--- config.mk ---
export PLATFORM = sky130hd
export DESIGN_NAME = umul_share_ctrl_flat
export DESIGN_NICKNAME = d
export VERILOG_FILES = /design/src/rtl/umul_share_ctrl_if.sv /design/src/rtl/umul_share_ctrl.sv /design/src/flat_wrapper.sv
export SDC_FILE = /design/constraint.sdc
export NUM_CORES = 1
export LEC_CHECK = 0
export CAP_MARGIN = 0
export CORE_UTILIZATION = 30
export CTS_BUF_LIST = sky130_fd_sc_hd__clkbuf_16
export CTS_CLUSTER_DIAMETER = 80
export DETAILED_ROUTE_END_ITERATION = 10
export GPL_ROUTABILITY_DRIVEN = 0
export GPL_TIMING_DRIVEN = 0
export HOLD_SLACK_MARGIN = 0.05
export PLACE_DENSITY = 0.61
export RECOVER_POWER = 100
export SLEW_MARGIN = 20
export SYNTH_ARGS = -nofsm -noshare
export SYNTH_HDL_FRONTEND = slang
export SYNTH_SLANG_ARGS = --single-unit
--- constraint.sdc ---
create_clock -name clk_i -period 5.6 [get_ports clk_i]
set_clock_uncertainty 0.1 [all_clocks]
set_input_delay 1.12 -clock clk_i [delete_from_list [all_inputs] [get_ports clk_i]]
set_output_delay 1.12 -clock clk_i [all_outputs]
set_load 0.01 [all_outputs]
--- src/rtl/umul_share_ctrl_if.sv ---
// Request/response channel between the requesters and the shared multiplier sequencer.
// The controller uses the slave modport and the requester side uses the master modport.
interface umul_share_ctrl_if #(
  parameter int unsigned OP_W  = 8,
  parameter int unsigned RES_W = 16
);
  logic [1:0]        req_valid_i;
  logic [1:0]        req_ready_o;
  logic [2*OP_W-1:0] req_a_i;
  logic [2*OP_W-1:0] req_b_i;
  logic              rsp_valid_o;
  logic              rsp_ready_i;
  logic              rsp_id_o;
  logic [RES_W-1:0]  rsp_result_o;

  modport slave (
    input  req_valid_i, req_a_i, req_b_i, rsp_ready_i,
    output req_ready_o, rsp_valid_o, rsp_id_o, rsp_result_o
  );

  modport master (
    output req_valid_i, req_a_i, req_b_i, rsp_ready_i,
    input  req_ready_o, rsp_valid_o, rsp_id_o, rsp_result_o
  );
endinterface

--- src/rtl/umul_share_ctrl.sv ---
// Shares one key-locked combinational multiplier between two requesters: serial key load,
// round-robin grant, programmable settle delay, then a held valid/ready response.
module umul_share_ctrl #(
  parameter int unsigned OP_W       = 8,
  parameter int unsigned RES_W      = 16,
  parameter int unsigned KEY_W      = 32,
  parameter int unsigned SETTLE_CYC = 2
) (
  input  logic              clk_i,
  input  logic              rst_i,
  input  logic              key_sdata_i,
  input  logic              key_sen_i,
  output logic              key_ready_o,
  umul_share_ctrl_if.slave  bus,
  output logic [OP_W-1:0]   mul_op1_o,
  output logic [OP_W-1:0]   mul_op2_o,
  output logic [KEY_W-1:0]  mul_key_o,
  input  logic [RES_W-1:0]  mul_result_i
);

  localparam int unsigned CNT_W = $clog2(KEY_W + 1);

  typedef enum logic [1:0] {
    S_KEYLOAD = 2'd0,
    S_IDLE    = 2'd1,
    S_WAIT    = 2'd2,
    S_RESP    = 2'd3
  } state_t;

  state_t           r_state, w_state_nxt;
  logic [KEY_W-1:0] r_key, w_key_nxt;
  logic [CNT_W-1:0] r_bit_cnt, w_bit_cnt_nxt;
  logic             r_key_ready, w_key_ready_nxt;
  logic [OP_W-1:0]  r_op1, w_op1_nxt;
  logic [OP_W-1:0]  r_op2, w_op2_nxt;
  logic             r_rsp_valid, w_rsp_valid_nxt;
  logic             r_rsp_id, w_rsp_id_nxt;
  logic [RES_W-1:0] r_rsp_result, w_rsp_result_nxt;
  logic             r_last_grant, w_last_grant_nxt;
  logic [3:0]       r_wait_cnt, w_wait_cnt_nxt;

  logic             w_grant;
  logic             w_accept;
  logic [KEY_W-1:0] w_key_shifted;

  // On a tie the requester that was not served last wins; otherwise the single valid one.
  always_comb begin
    if (bus.req_valid_i == 2'b11) w_grant = ~r_last_grant;
    else                          w_grant = bus.req_valid_i[1];
  end

  assign w_accept      = (r_state == S_IDLE) && r_key_ready && !key_sen_i && (|bus.req_valid_i);
  assign w_key_shifted = {r_key[KEY_W-2:0], key_sdata_i};

  assign bus.req_ready_o  = w_accept ? (w_grant ? 2'b10 : 2'b01) : 2'b00;
  assign bus.rsp_valid_o  = r_rsp_valid;
  assign bus.rsp_id_o     = r_rsp_id;
  assign bus.rsp_result_o = r_rsp_result;
  assign key_ready_o      = r_key_ready;
  assign mul_op1_o        = r_op1;
  assign mul_op2_o        = r_op2;
  assign mul_key_o        = r_key_ready ? r_key : '0;

  always_ff @(posedge clk_i or posedge rst_i) begin
    if (rst_i) begin
      r_state      <= S_KEYLOAD;
      r_key        <= '0;
      r_bit_cnt    <= '0;
      r_key_ready  <= 1'b0;
      r_op1        <= '0;
      r_op2        <= '0;
      r_rsp_valid  <= 1'b0;
      r_rsp_id     <= 1'b0;
      r_rsp_result <= '0;
      r_last_grant <= 1'b1;
      r_wait_cnt   <= '0;
    end else begin
      r_state      <= w_state_nxt;
      r_key        <= w_key_nxt;
      r_bit_cnt    <= w_bit_cnt_nxt;
      r_key_ready  <= w_key_ready_nxt;
      r_op1        <= w_op1_nxt;
      r_op2        <= w_op2_nxt;
      r_rsp_valid  <= w_rsp_valid_nxt;
      r_rsp_id     <= w_rsp_id_nxt;
      r_rsp_result <= w_rsp_result_nxt;
      r_last_grant <= w_last_grant_nxt;
      r_wait_cnt   <= w_wait_cnt_nxt;
    end
  end

  always_comb begin
    w_state_nxt      = r_state;
    w_key_nxt        = r_key;
    w_bit_cnt_nxt    = r_bit_cnt;
    w_key_ready_nxt  = r_key_ready;
    w_op1_nxt        = r_op1;
    w_op2_nxt        = r_op2;
    w_rsp_valid_nxt  = r_rsp_valid;
    w_rsp_id_nxt     = r_rsp_id;
    w_rsp_result_nxt = r_rsp_result;
    w_last_grant_nxt = r_last_grant;
    w_wait_cnt_nxt   = r_wait_cnt;

    unique case (r_state)
      S_KEYLOAD: begin
        if (key_sen_i) begin
          w_key_nxt = w_key_shifted;
          if (r_bit_cnt == CNT_W'(KEY_W - 1)) begin
            w_bit_cnt_nxt   = '0;
            w_key_ready_nxt = 1'b1;
            w_state_nxt     = S_IDLE;
          end else begin
            w_bit_cnt_nxt = r_bit_cnt + CNT_W'(1);
          end
        end
      end

      S_IDLE: begin
        // A reload shift taken here is the first bit of the new key.
        if (key_sen_i) begin
          w_key_nxt       = w_key_shifted;
          w_bit_cnt_nxt   = CNT_W'(1);
          w_key_ready_nxt = 1'b0;
          w_state_nxt     = S_KEYLOAD;
        end else if (w_accept) begin
          w_op1_nxt        = w_grant ? bus.req_a_i[2*OP_W-1:OP_W] : bus.req_a_i[OP_W-1:0];
          w_op2_nxt        = w_grant ? bus.req_b_i[2*OP_W-1:OP_W] : bus.req_b_i[OP_W-1:0];
          w_rsp_id_nxt     = w_grant;
          w_last_grant_nxt = w_grant;
          w_wait_cnt_nxt   = 4'(SETTLE_CYC - 1);
          w_state_nxt      = S_WAIT;
        end
      end

      S_WAIT: begin
        if (r_wait_cnt != 4'd0) begin
          w_wait_cnt_nxt = r_wait_cnt - 4'd1;
        end else begin
          w_rsp_result_nxt = mul_result_i;
          w_rsp_valid_nxt  = 1'b1;
          w_state_nxt      = S_RESP;
        end
      end

      S_RESP: begin
        if (r_rsp_valid && bus.rsp_ready_i) begin
          w_rsp_valid_nxt = 1'b0;
          w_state_nxt     = S_IDLE;
        end
      end

      default: w_state_nxt = S_KEYLOAD;
    endcase
  end

endmodule

--- src/flat_wrapper.sv ---
// flat-port wrapper written by rule: the top's interface ports become plain ports
module umul_share_ctrl_flat 
#(
  parameter int unsigned OP_W       = 8,
  parameter int unsigned RES_W      = 16,
  parameter int unsigned KEY_W      = 32,
  parameter int unsigned SETTLE_CYC = 2
)
  (clk_i, rst_i, key_sdata_i, key_sen_i, key_ready_o, mul_op1_o, mul_op2_o, mul_key_o, mul_result_i, bus_req_valid_i, bus_req_a_i, bus_req_b_i, bus_rsp_ready_i, bus_req_ready_o, bus_rsp_valid_o, bus_rsp_id_o, bus_rsp_result_o);
  umul_share_ctrl_if #(.OP_W(OP_W), .RES_W(RES_W)) bus_i ();
  input  logic clk_i;
  input  logic rst_i;
  input  logic key_sdata_i;
  input  logic key_sen_i;
  output logic key_ready_o;
  output logic [OP_W-1:0] mul_op1_o;
  output logic [OP_W-1:0] mul_op2_o;
  output logic [KEY_W-1:0] mul_key_o;
  input  logic [RES_W-1:0] mul_result_i;
  input wire logic [$bits(bus_i.req_valid_i)-1:0] bus_req_valid_i;
  input wire logic [$bits(bus_i.req_a_i)-1:0] bus_req_a_i;
  input wire logic [$bits(bus_i.req_b_i)-1:0] bus_req_b_i;
  input wire logic [$bits(bus_i.rsp_ready_i)-1:0] bus_rsp_ready_i;
  output wire logic [$bits(bus_i.req_ready_o)-1:0] bus_req_ready_o;
  output wire logic [$bits(bus_i.rsp_valid_o)-1:0] bus_rsp_valid_o;
  output wire logic [$bits(bus_i.rsp_id_o)-1:0] bus_rsp_id_o;
  output wire logic [$bits(bus_i.rsp_result_o)-1:0] bus_rsp_result_o;
  assign bus_i.req_valid_i = bus_req_valid_i;
  assign bus_i.req_a_i = bus_req_a_i;
  assign bus_i.req_b_i = bus_req_b_i;
  assign bus_i.rsp_ready_i = bus_rsp_ready_i;
  assign bus_req_ready_o = bus_i.req_ready_o;
  assign bus_rsp_valid_o = bus_i.rsp_valid_o;
  assign bus_rsp_id_o = bus_i.rsp_id_o;
  assign bus_rsp_result_o = bus_i.rsp_result_o;
  umul_share_ctrl #(.OP_W(OP_W), .RES_W(RES_W), .KEY_W(KEY_W), .SETTLE_CYC(SETTLE_CYC)) u_core (.clk_i(clk_i), .rst_i(rst_i), .key_sdata_i(key_sdata_i), .key_sen_i(key_sen_i), .key_ready_o(key_ready_o), .bus(bus_i), .mul_op1_o(mul_op1_o), .mul_op2_o(mul_op2_o), .mul_key_o(mul_key_o), .mul_result_i(mul_result_i));
endmodule
After elaboration in Yosys (flattened, before gate mapping)
Cells that the tools add are included.
{"block": "totals", "inputBits": 55, "out_inout_bits": 69, "reg_bits": 80, "elab_cells": 78}
{"block": "classes", "bitwise_logic": 3, "eq_ne": 14, "n_addsub": 2, "n_reduce_logical": 20, "muxes": 28}
{"cell": "$mux 32", "n": 1}
{"cell": "$mux 6", "n": 3}
{"cell": "$mux 2", "n": 8}
{"cell": "$mux 8", "n": 2}
{"cell": "$mux 4", "n": 3}
{"cell": "$pmux 6 s2", "n": 1}
{"cell": "$reduce_and 3->1", "n": 3}
{"cell": "$ne 2x1->1 const B", "n": 4}
{"cell": "$ne 2x2->1 const B", "n": 4}
{"cell": "$pmux 2 s4", "n": 1}
{"cell": "$pmux 4 s2", "n": 1}
{"cell": "$reduce_and 4->1", "n": 2}
{"cell": "$add 6x1->6 const B", "n": 1}
{"cell": "$eq 2x2->1 const B", "n": 3}
{"cell": "$eq 6x5->1 const B", "n": 1}
{"cell": "$mux 1", "n": 6}
{"cell": "$reduce_bool 2->1", "n": 3}
{"cell": "$reduce_and 5->1", "n": 1}
{"cell": "$logic_and 1x1->1", "n": 4}
{"cell": "$pmux 1 s2", "n": 2}
{"cell": "$reduce_and 2->1", "n": 2}
{"cell": "$reduce_bool 4->1", "n": 1}
{"cell": "$reduce_or 2->1", "n": 2}
{"cell": "$sub 4x1->4 const B", "n": 1}
{"cell": "5 further kinds", "n": 7}

Longest topological paths before layout
{"block": "logic_depth", "depth_word": 7, "ltp_mapped": 8, "ltp_nobuf": 6}

Worst setup path after synthesis
No wires, ideal clock.
{"block": "synth_timing", "path_kind": "input port to output port", "start": "in key_sen_i", "end": "out bus_req_ready_o[1]", "arrival_ns": 2.002, "cell_stages": 5, "path_buffers": 3, "path_slack_ns": 2.378, "required_ns": 4.380, "path_cell_list": "buf_2 -> nor2b_2 -> and4_1 -> buf_2 -> buf_2"}
{"block": "synth_between", "elab_chain_cells": 4}
{"item": "start: declaration", "line": "flat_wrapper.sv:14", "source": "input logic key_sen_i;"}
{"item": "$logic_not 1->1", "line": "umul_share_ctrl.sv:52", "source": "assign w_accept = (r_state == S_IDLE) && r_key_ready && !key_sen_i && (|bus.req_valid_i);"}
{"item": "$logic_and 1x1->1 (2 in series)", "line": "umul_share_ctrl.sv:52"}
{"item": "$mux 2", "line": "umul_share_ctrl.sv:55", "source": "assign bus.req_ready_o = w_accept ? (w_grant ? 2'b10 : 2'b01) : 2'b00;"}
{"item": "end: declaration", "line": "flat_wrapper.sv:24", "source": "output wire logic [$bits(bus_i.req_ready_o)-1:0] bus_req_ready_o;"}
Every way passes these cells.

Worst setup path in the final report
{"block": "layout_timing", "start": "in bus_req_valid_i[1]", "end": "out bus_req_ready_o[0]"}
{"block": "layout_between", "elab_chain_cells": 4, "word_cells_on_any_way": 6, "cone_classes": "eq/ne: 1; mux: 3; reduce/logical: 2"}
{"item": "start: declaration", "line": "flat_wrapper.sv:20", "source": "input wire logic [$bits(bus_i.req_valid_i)-1:0] bus_req_valid_i;"}
{"item": "$eq 2x2->1", "line": "umul_share_ctrl.sv:48", "source": "if (bus.req_valid_i == 2'b11) w_grant = ~r_last_grant;"}
{"item": "$mux 1", "line": "umul_share_ctrl.sv:48"}
{"item": "$mux 2", "line": "umul_share_ctrl.sv:55"}
{"item": "$mux 2 *", "line": "umul_share_ctrl.sv:55"}
Every way passes the cells marked *; elsewhere a longest branch is shown, timed or not.

==> results.ini <==
[route]
drc = 2
vias = 2834
dr.pass1.iters = 7
drtIter0Drc = 119
vias_per_cell = 4.76
routed_wirelength_mm = 8.39
route.antenna.remaining_nets = 0
drt-wirelength-per-cell_um = 14.1

[die]
dieArea_mm2 = 0.0126
io_pins = 124
fp.coreArea_mm2 = 0.0116
floorplan.initialDensity = 0.313
die_x_um = 112
rows = 39
die_y_um = 112

[cells_and_area]
multi_input_area_mm2 = 0.00153
ff_latch_area_mm2 = 0.00200
diodes = 0
layout_common_cells = dfrtp_1 (79), clkdlybuf4s50_1 (78), mux2_2 (49)
final_common_cell = dfrtp_1
fill_cells = 1133
fin_area_mm2 = 0.00536
area_delta_synth_final_pct = 47.3
layout.nets = 509
drive_above_1_share = 0.162

[global_routing]
grt_pass1_wl_mm = 13.9
grt_usage = 0.139
grt_max_degree = 54
gr-total-overflow = 0
antenna_found_initial = 0
first_global_vias = 2878

[clock_tree]
post_cts_buffers = 0
cts_tree = built
cts-resized-gates = 0
numClockSinks = 80
cts_buffers = 9
htreeDepth = 3
cts_root_buffer = clkbuf_16
clkLatencyLatePin_ps = 330
clk_path_buf_depth = 2
path_clk_slew_ps = 70
cts_hold_buf = 0

[critical_path]
cp-end-kind = output port
critPathTopFamily = buffers and inverters
rr_endpoint = u_core.r_key[9]
startpoint_type = input pin
path_depth = 6
slowest_delay_ps = 680
path_max_fanout = 10
worst_r2r_path_depth = 6
cp_data_arrival_time_ps = 3430
rr_startpoint = u_core.r_state[0]
worst_ep_required_time_ps = 4380
crit_path_cell_trace = dlygate4sd3_1 > inv_1 > o2111a_1 > clkbuf_1 > clkbuf_1 > dlygate4sd3_1
path_buf_inv = 5
worst-r2r-setup-slack_ps = 2740
cpMaxStageDelayCell = dlygate4sd3_1
worstSetupPathType = input pin to output port

[power_and_ir_drop]
irDropWorstVdd_mv = 0.222
p_leak_nw = 2.48
power_density_mw_per_mm2 = 381

[placed_design]
dpl_cell_area_mm2 = 0.00507
dp_slack_ps = 1500
numPortBuffers = 122
dp_hpwl_mm = 6.26

[synth]
async_flop_share = 1.00
syn_nets = 375
syn_inst = 313
ys_ff_latch = 80
syn_avg_cell_area_um2 = 11.6
synth_area_mm2 = 0.00364
ys_types = 40
synth_edf_count = 0
synth_ff_type = dfrtp_1
ys_warn_count = 0
seq_area_frac_synth = 0.550

[outcome]
violations = design-rule violations
outcome = finished with violations

[hold_path]
min_to = u_core.mul_op2_o[1]
min_path_cells = 2
hp-class = register to register
hold_start = u_core.mul_op2_o[1]

[sta]
fmax_ghz = 0.215
final_hold_viol_count = 0
fin_setup_tns_ps = 0
setup-violations-final = 0
fin_crit_ps = 4650
slew_violations = 0
rsz0062_at_grt = false
setup_ws_ps = 946
worst_pin_slew_ps = 1320
finalCritPeriodShare = 0.831
relSlewSlack = 0.115

[flow_run]
maxCapViolCount = 0

==> worst max path at each step <==
stage / start / to / slack, ps
after floorplan: rst_i / u_core.bus.rsp_id_o / 2330
after global placement: rst_i / u_core.bus.rsp_result_o[13] / 920
after detailed placement: bus_req_valid_i[0] / bus_req_ready_o[1] / 1500
after CTS: bus_req_valid_i[1] / bus_req_ready_o[1] / 1490
after global routing: bus_req_valid_i[1] / bus_req_ready_o[0] / 790
final: bus_req_valid_i[1] / bus_req_ready_o[0] / 950
==> flip-flops by register name (all words and copies together) (netlist names) <==
name                     count
u_core.key_ready_o           1
u_core.bus.rsp_result_o     16
u_core.bus.rsp_valid_o       1
u_core.mul_op1_o             8
u_core.mul_op2_o             8
u_core.r_state               2
u_core.r_bit_cnt             6
u_core.r_last_grant          1
u_core.r_wait_cnt            4
u_core.bus.rsp_id_o          1
u_core.r_key                32
==> power by group <==
| part | internal (mW) | switching (mW) |
|---|---|---|
| Clock | 0.355 | 0.256 |
| Combinational | 0.327 | 0.257 |
| Sequential | 0.743 | 0.107 |
==> kinds of logic (layout without fill, tap and decap cells) <==
| kind of cell | Yosys count | after routing | share of synthesized area |
|---|---|---|---|
| simple gates | 102 | 102 | 0.144 |
| fa+ha+maj | 7 | 7 | 0.0241 |
| buf+inv | 24 | 163 | 0.0292 |
| compound gates | 49 | 49 | 0.0952 |
| mux | 51 | 51 | 0.157 |
| flops | 80 | 80 | 0.550 |
==> Yosys cell counts (2+ instances only) <==
cell / number / area share
o2bb2ai_1: 2 / 0.0048
and4_1: 2 / 0.0048
dfrtp_1: 79 / 0.54
a22o_1: 2 / 0.0048
nor2_1: 7 / 0.0072
clkbuf_1: 6 / 0.0062
o21ai_0: 11 / 0.015
a22oi_1: 16 / 0.033
inv_1: 7 / 0.0072
mux2_2: 49 / 0.15
ha_1: 7 / 0.024
buf_2: 10 / 0.014
nand3_1: 4 / 0.0055
mux2i_1: 2 / 0.0055
o31ai_1: 3 / 0.0062
nand2b_1: 5 / 0.0086
and2_1: 32 / 0.055
nand2_1: 44 / 0.045
a21oi_1: 4 / 0.0055
==> layout make-up <==
type / instances / share of cell area
Sequential cell: 80 / 0.374
Clock buffer: 9 / 0.0420
Buffer: 17 / 0.0124
Timing Repair Buffer: 123 / 0.233
Inverter: 7 / 0.00513
Multi-Input combinational cell: 209 / 0.285
Clock inverter: 7 / 0.0159
Tap cell: 143 / 0.0334
==> per-stage QoR <==
| stage | std cells | util | total power, mW | hold slack, ps |
|---|---|---|---|---|
| 2_1_floorplan | 313 | - | 1.22 | 357 |
| 3_3_place_gp | 578 | 0.434 | 1.45 | 349 |
| 3_5_place_dp | 579 | 0.437 | 1.48 | 356 |
| 4_1_cts | 595 | 0.463 | 2.10 | 371 |
| 5_1_grt | 595 | 0.462 | 2.17 | 385 |
| 6_report | 595 | 0.462 | 2.04 | 359 |
==> layer usage <==
layer / track usage / vias up / wire length [um]
met2: 0.227 / 86 / 3960
met4: 0.0533 / 0 / 79
met1: 0.168 / 1384 / 3660
met5: 0 / - / 0
met3: 0.0513 / 10 / 681
li1: - / 1354 / -
==> worst register-to-register path: cells and delay by family (launching register included) <==
| kind | cells | cell delay [ps] |
|---|---|---|
| buf+inv | 3 | 820 |
| fa+ha+maj | 1 | 190 |
| mux | 1 | 400 |
| compound gates | 1 | 860 |
| flops | 1 | 380 |
No activity file was read; power rests on OpenSTA's default activity.
